[src/rtl/fs_accel_bpbuf_ctrl.sv]
// Sequencer/arbiter for the single-word bypass buffer: moves a programmed
// number of words from NREQ round-robin requesters through the buffer to one
// downstream consumer, reloading the buffer on drain for 1 word/cycle.
module fs_accel_bpbuf_ctrl #(
    parameter int NREQ = 2,
    parameter int DW   = 32,
    parameter int CNTW = 16,
    parameter int SRCW = 1
) (
    input  logic                clk,
    input  logic                resetn,
    input  logic                start,
    input  logic [CNTW-1:0]     xfer_len,
    output logic                busy,
    output logic                done,
    input  logic [NREQ-1:0]     req_valid,
    input  logic [NREQ*DW-1:0]  req_data,
    output logic [NREQ-1:0]     req_ready,
    output logic [DW-1:0]       bpbuf_di,
    output logic                bpbuf_ld_wrn,
    output logic                bpbuf_enb,
    input  logic [DW-1:0]       bpbuf_do,
    output logic                out_valid,
    output logic [DW-1:0]       out_data,
    input  logic                out_ready,
    output logic [SRCW-1:0]     out_src
);

    typedef enum logic [1:0] {
        IDLE  = 2'd0,
        GRANT = 2'd1,
        FULL  = 2'd2,
        DONE  = 2'd3
    } state_t;

    state_t            state_q, state_d;
    logic [CNTW-1:0]   count_q, count_d;
    logic [CNTW-1:0]   len_q, len_d;
    logic [SRCW-1:0]   rr_q, rr_d;
    logic [SRCW-1:0]   src_q, src_d;

    logic [DW-1:0]     req_word [NREQ];
    logic              grant_found;
    logic [SRCW-1:0]   grant_idx;
    int                cand;
    logic              arb_en;
    logic              last_word;
    logic [CNTW:0]     count_inc;

    // Unpack the flat requester data bus into one word per requester.
    generate
        for (genvar gi = 0; gi < NREQ; gi++) begin : g_unpack
            assign req_word[gi] = req_data[gi*DW +: DW];
        end
    endgenerate

    // The transfer ends when the word being delivered is the len-th one.
    assign count_inc = {1'b0, count_q} + {{CNTW{1'b0}}, 1'b1};
    assign last_word = (count_inc == {1'b0, len_q});

    // Round-robin pick: first valid requester scanning from rr+1 modulo NREQ.
    always_comb begin
        grant_found = 1'b0;
        grant_idx   = '0;
        cand        = 0;
        for (int k = 1; k <= NREQ; k++) begin
            cand = (int'(rr_q) + k) % NREQ;
            if (!grant_found && req_valid[cand[SRCW-1:0]]) begin
                grant_found = 1'b1;
                grant_idx   = cand[SRCW-1:0];
            end
        end
    end

    // Arbitration runs while waiting for a word, or while draining a
    // non-final word so the buffer can be refilled in the same cycle.
    assign arb_en = (state_q == GRANT) ||
                    ((state_q == FULL) && out_ready && !last_word);

    // Next-state and output decode; buffer load only on a live handshake.
    always_comb begin
        state_d      = state_q;
        count_d      = count_q;
        len_d        = len_q;
        rr_d         = rr_q;
        src_d        = src_q;
        req_ready    = '0;
        bpbuf_di     = '0;
        bpbuf_ld_wrn = 1'b0;
        busy         = 1'b0;
        done         = 1'b0;
        out_valid    = 1'b0;

        if (arb_en && grant_found) begin
            req_ready[grant_idx] = 1'b1;
            bpbuf_di             = req_word[grant_idx];
            bpbuf_ld_wrn         = 1'b1;
            rr_d                 = grant_idx;
            src_d                = grant_idx;
        end

        case (state_q)
            IDLE: begin
                if (start) begin
                    if (xfer_len != '0) begin
                        len_d   = xfer_len;
                        count_d = '0;
                        state_d = GRANT;
                    end else begin
                        state_d = DONE;
                    end
                end
            end
            GRANT: begin
                busy = 1'b1;
                if (grant_found) begin
                    state_d = FULL;
                end
            end
            FULL: begin
                busy      = 1'b1;
                out_valid = 1'b1;
                if (out_ready) begin
                    if (last_word) begin
                        state_d = DONE;
                    end else begin
                        count_d = count_inc[CNTW-1:0];
                        state_d = grant_found ? FULL : GRANT;
                    end
                end
            end
            DONE: begin
                done    = 1'b1;
                state_d = IDLE;
            end
            default: begin
                state_d = IDLE;
            end
        endcase
    end

    assign bpbuf_enb = bpbuf_ld_wrn;
    assign out_data  = bpbuf_do;
    assign out_src   = src_q;

    // State registers; rr starts at NREQ-1 so requester 0 wins first.
    always_ff @(posedge clk) begin
        if (!resetn) begin
            state_q <= IDLE;
            count_q <= '0;
            len_q   <= '0;
            rr_q    <= SRCW'(NREQ - 1);
            src_q   <= '0;
        end else begin
            state_q <= state_d;
            count_q <= count_d;
            len_q   <= len_d;
            rr_q    <= rr_d;
            src_q   <= src_d;
        end
    end

endmodule
[config.mk]
export PLATFORM = sky130hd
export DESIGN_NAME = fs_accel_bpbuf_ctrl
export DESIGN_NICKNAME = d
export VERILOG_FILES = /design/src/rtl/fs_accel_bpbuf_ctrl.sv
export SDC_FILE = /design/constraint.sdc
export NUM_CORES = 1
export LEC_CHECK = 0
export CAP_MARGIN = 5
export CORE_ASPECT_RATIO = 0.8
export CORE_MARGIN = 4
export CORE_UTILIZATION = 39
export CTS_BUF_LIST = sky130_fd_sc_hd__clkbuf_8
export DETAILED_ROUTE_END_ITERATION = 12
export PLACE_DENSITY = 0.93
export SYNTH_ARGS = -nofsm -noshare
export SYNTH_HDL_FRONTEND = slang
export SYNTH_SLANG_ARGS = --single-unit
[constraint.sdc]
create_clock -name clk -period 4.34 [get_ports clk]
set_input_delay 1.085 -clock clk [delete_from_list [all_inputs] [get_ports clk]]
set_output_delay 1.085 -clock clk [all_outputs]
set_load 0.02 [all_outputs]
==> impl_metrics.py <==
metrics = {
    "drt": {
        "vias": 3556,
        "vias_per_cell": 5.61,
        "drc": 0,
        "wl_mm": 11.0,
        "wire_per_inst_um": 17.3,
        "drt-initial-drc-count": 359,
        "ant_nets": 0,
        "first_pass_iters": 5,
    },
    "pwr": {
        "p_leak_nw": 1.85,
        "power_density_mw_per_mm2": 374,
        "p_sw_frac": 0.432,
        "p_switching_mw": 0.719,
        "comb_power_share": 0.564,
        "internal_power_mw": 0.944,
        "ir_drop_mv": 0.335,
        "p_seq_frac": 0.249,
        "clkPwrFrac": 0.187,
    },
    "placed_design": {
        "placed_cells": 623,
        "portBuffers": 125,
        "hpwl_mm": 8.46,
        "placed_area_mm2": 0.00432,
        "gp_congestion": 0.997,
    },
    "sta": {
        "slew_headroom": 0.631,
        "max_freq_mhz": 241,
        "min_period_ps": 4160,
        "rsz0062_at_grt": "false",
        "drv_slew": 0,
        "finalCritPeriodShare": 0.958,
        "finalSetupViolations": 0,
        "clock_skew_ps": 12.1,
        "tightestPinTransition_ps": 553,
        "setup-tns-final_ps": 0,
        "finalHoldViolCount": 0,
    },
    "logic_synthesis": {
        "synth_cells": 436,
        "synthMuxAreaShare": 0.0628,
        "yosysTopAreaCell": "dfxtp_1",
        "synth-simple-area-share": 0.315,
        "synth-compound-area-share": 0.179,
        "syn-num-nets": 559,
        "yosys_warnings": 0,
        "synth_xor_area_frac": 0.0483,
        "synth-edff-count": 0,
        "synth_top_family_by_area": "simple AND/OR/NAND/NOR gates",
        "ys_types": 64,
        "yosysSeqAreaShare": 0.226,
        "ys_seq_elements": 36,
        "synth_area_mm2": 0.00319,
        "synth.avg_cell_area_um2": 7.31,
        "yosysTopAreaCellShare": 0.226,
        "synth_fa_ha_area_frac": 0.0196,
        "yosys-top-cells-area": "dfxtp_1 23%, nand2_1 10%, buf_4 9.2%",
        "synth_top_flop_cell": "dfxtp_1",
        "async_flop_share": 0,
    },
    "hold_path": {
        "min-delay-start": "out_src",
        "hold_path_class": "register to register",
        "hold_depth": 2,
        "holdPathEnd": "out_src",
    },
    "layout": {
        "syn_to_final_growth_pct": 39.4,
        "fin_area_mm2": 0.00445,
        "final_core_util": 0.560,
        "final_nets": 648,
        "drive_gt1_frac": 0.0951,
        "layout.cells.non_filler": 634,
        "diodes": 0,
    },
    "worst_setup_path": {
        "r2r_end": "count_q[11]",
        "max_stage_delay_ps": 450,
        "crit_chain": "ha_4 > or3b_2 > a211o_1 > nand3_1 > and3_1 > a41oi_1 > o21ai_4 > buf_12 > a21oi_1 > dlygate4sd2_1",
        "worstPathMaxFanout": 37,
        "start_kind": "register",
        "end_kind": "output port",
        "arrival_ps": 3070,
        "worstReg2RegStart": "count_q[0]",
        "r2r_setup_slack_ps": 1680,
        "crit_type": "register to output port",
        "worstPathRequired_ps": 3250,
        "worstRegToRegCells": 9,
        "cpMaxStageDelayCell": "or3b_2",
    },
    "cts": {
        "numCtsBuffers": 5,
        "cts_root_buffer": "clkbuf_8",
        "tritoncts": "done",
        "cts.sinks": 36,
        "insertion_delay_ps": 310,
        "clkSlewWorstSetupHoldPaths_ps": 90,
        "hold_buffers": 0,
        "clockBufferDepth": 2,
        "cts_max_level": 2,
    },
    "die": {
        "dieWidth_um": 109,
        "die_h_um": 88.9,
        "start_util": 0.401,
        "pin_count": 190,
        "num_rows": 29,
        "die_area_mm2": 0.00970,
        "core_area_mm2": 0.00795,
    },
    "run": {
        "maxCapViolations": 0,
    },
    "global_route": {
        "grt_use_total": 0.210,
        "grt_pass1_wl_mm": 16.2,
        "gr-total-overflow": 0,
        "antenna_found_initial": 0,
        "grt_max_degree": 38,
        "grt_pass1_vias": 3221,
    },
    "run_status": {
        "status": "finished clean",
    },
}
## cells in the mapped netlist (3+ instances only)
| cell type | n |
|---|---|
| clkbuf_1 | 16 |
| buf_6 | 3 |
| nor2b_1 | 4 |
| o22ai_1 | 4 |
| or3_1 | 5 |
| mux2i_1 | 20 |
| nand2b_1 | 3 |
| xnor2_1 | 8 |
| o31ai_1 | 3 |
| o221ai_1 | 3 |
| buf_2 | 5 |
| and4_1 | 4 |
| nor3_1 | 10 |
| o21ai_0 | 4 |
| nand4_1 | 10 |
| a21oi_1 | 39 |
| and3_1 | 5 |
| xor2_1 | 7 |
| dfxtp_1 | 36 |
| nand2_1 | 85 |
| o2111ai_1 | 4 |
| buf_4 | 39 |
| nor2_1 | 27 |
| a31oi_1 | 7 |
| inv_1 | 15 |
| nor4_1 | 7 |
| nand4b_1 | 3 |
| ha_1 | 5 |
| nand3_1 | 13 |
## sequential cells by signal, summed over array words and instances, names as in the netlist
name	count
state_q	2
out_src	1
len_q	16
count_q	16
rr_q	1
## repair_timing
| item | CTS | global route |
|---|---|---|
| gates resized for setup | 41 | 5 |
| endpoints found under the setup margin | 36 | 2 |
| pin swaps | 2 | 1 |
| buffers inserted | 2 | 1 |
## routing by layer
metal / GRT usage / share of wire / up-vias
met5: 0 / 0 / -
met3: 0.0489 / 0.10 / 35
li1: - / - / 1689
met1: 0.288 / 0.40 / 1605
met4: 0.0826 / 0.027 / 0
met2: 0.318 / 0.47 / 227
## cells by family after synthesis
logic type	count (synthesis)
and+or+nand+nor	195
DFF	36
AOI/OAI and AO/OA	84
adders and majority gates	5
xor gates and xnor gates	16
muxes	20
buffers and inverters	80
## worst max path at each step
stage / startpoint / to / slack [ps] / depth (start not counted)
2_1_floorplan: count_q[0] / bpbuf_ld_wrn / 710 / 11
3_3_place_gp: count_q[1] / bpbuf_di[13] / 190 / 10
3_5_place_dp: count_q[1] / bpbuf_di[13] / -20 / 10
4_1_cts: count_q[1] / bpbuf_ld_wrn / 7 / 10
5_1_grt: count_q[2] / bpbuf_di[13] / 50 / 9
6_report: count_q[0] / bpbuf_di[13] / 180 / 10
## metrics by stage
step                worst slack [ps]  hold WS, ps  power, mW
floorplan                        706          481       1.05
CTS                             7.18          467       1.66
finish                           184          459       1.66
global route                    50.2          494       1.76
detailed placement             -20.5          455       1.40
global placement                 186          449       1.38
## layout make-up
cell class              count  area (um^2)
fillers                   682         3500
repair buffers            145         1390
clock buffers               5         68.8
well taps                 108          135
multi-input cells         320         2020
clock inverters             3         42.5
flip-flops and latches     36          724
inverters                  17         63.8
## placed cells by master (no fill, tap or decap), types with 3 or more instances in the layout
cell type        instances
ha_1                     4
a21oi_1                 39
nand2_1                 85
nand3_1                 13
nand2b_1                 3
inv_1                   15
o2111ai_1                4
nor2b_1                  4
dfxtp_2                  3
a31oi_1                  7
nor2_1                  27
o22ai_1                  4
clkbuf_8                 5
or3_1                    5
mux2i_1                 20
and4_1                   3
xnor2_1                  8
dfxtp_1                 33
nor4_1                   7
nand4b_1                 3
o21ai_0                  4
dlygate4sd2_1           34
nor3_1                   9
clkdlybuf4s50_1         89
xor2_1                   7
buf_4                   18
o221ai_1                 3
nand4_1                 10
and3_1                   4
## power by group through the flow
stage               Sequential (mW)  Combinational (mW)  Clock (mW)
floorplan                     0.408               0.642           0
global placement              0.416               0.960           0
detailed placement            0.418               0.981           0
CTS                           0.411               0.932       0.313
global route                  0.418                1.01       0.330
finish                        0.414               0.938       0.311
## critical path, delay by kind of cell (launching register included)
kind,cells,cell delay [ps]
compound gates,4,770
fa+ha+maj,1,210
buf+inv,2,540
flops,1,400
simple gates,3,840
Power figures use the tool's default switching activity.
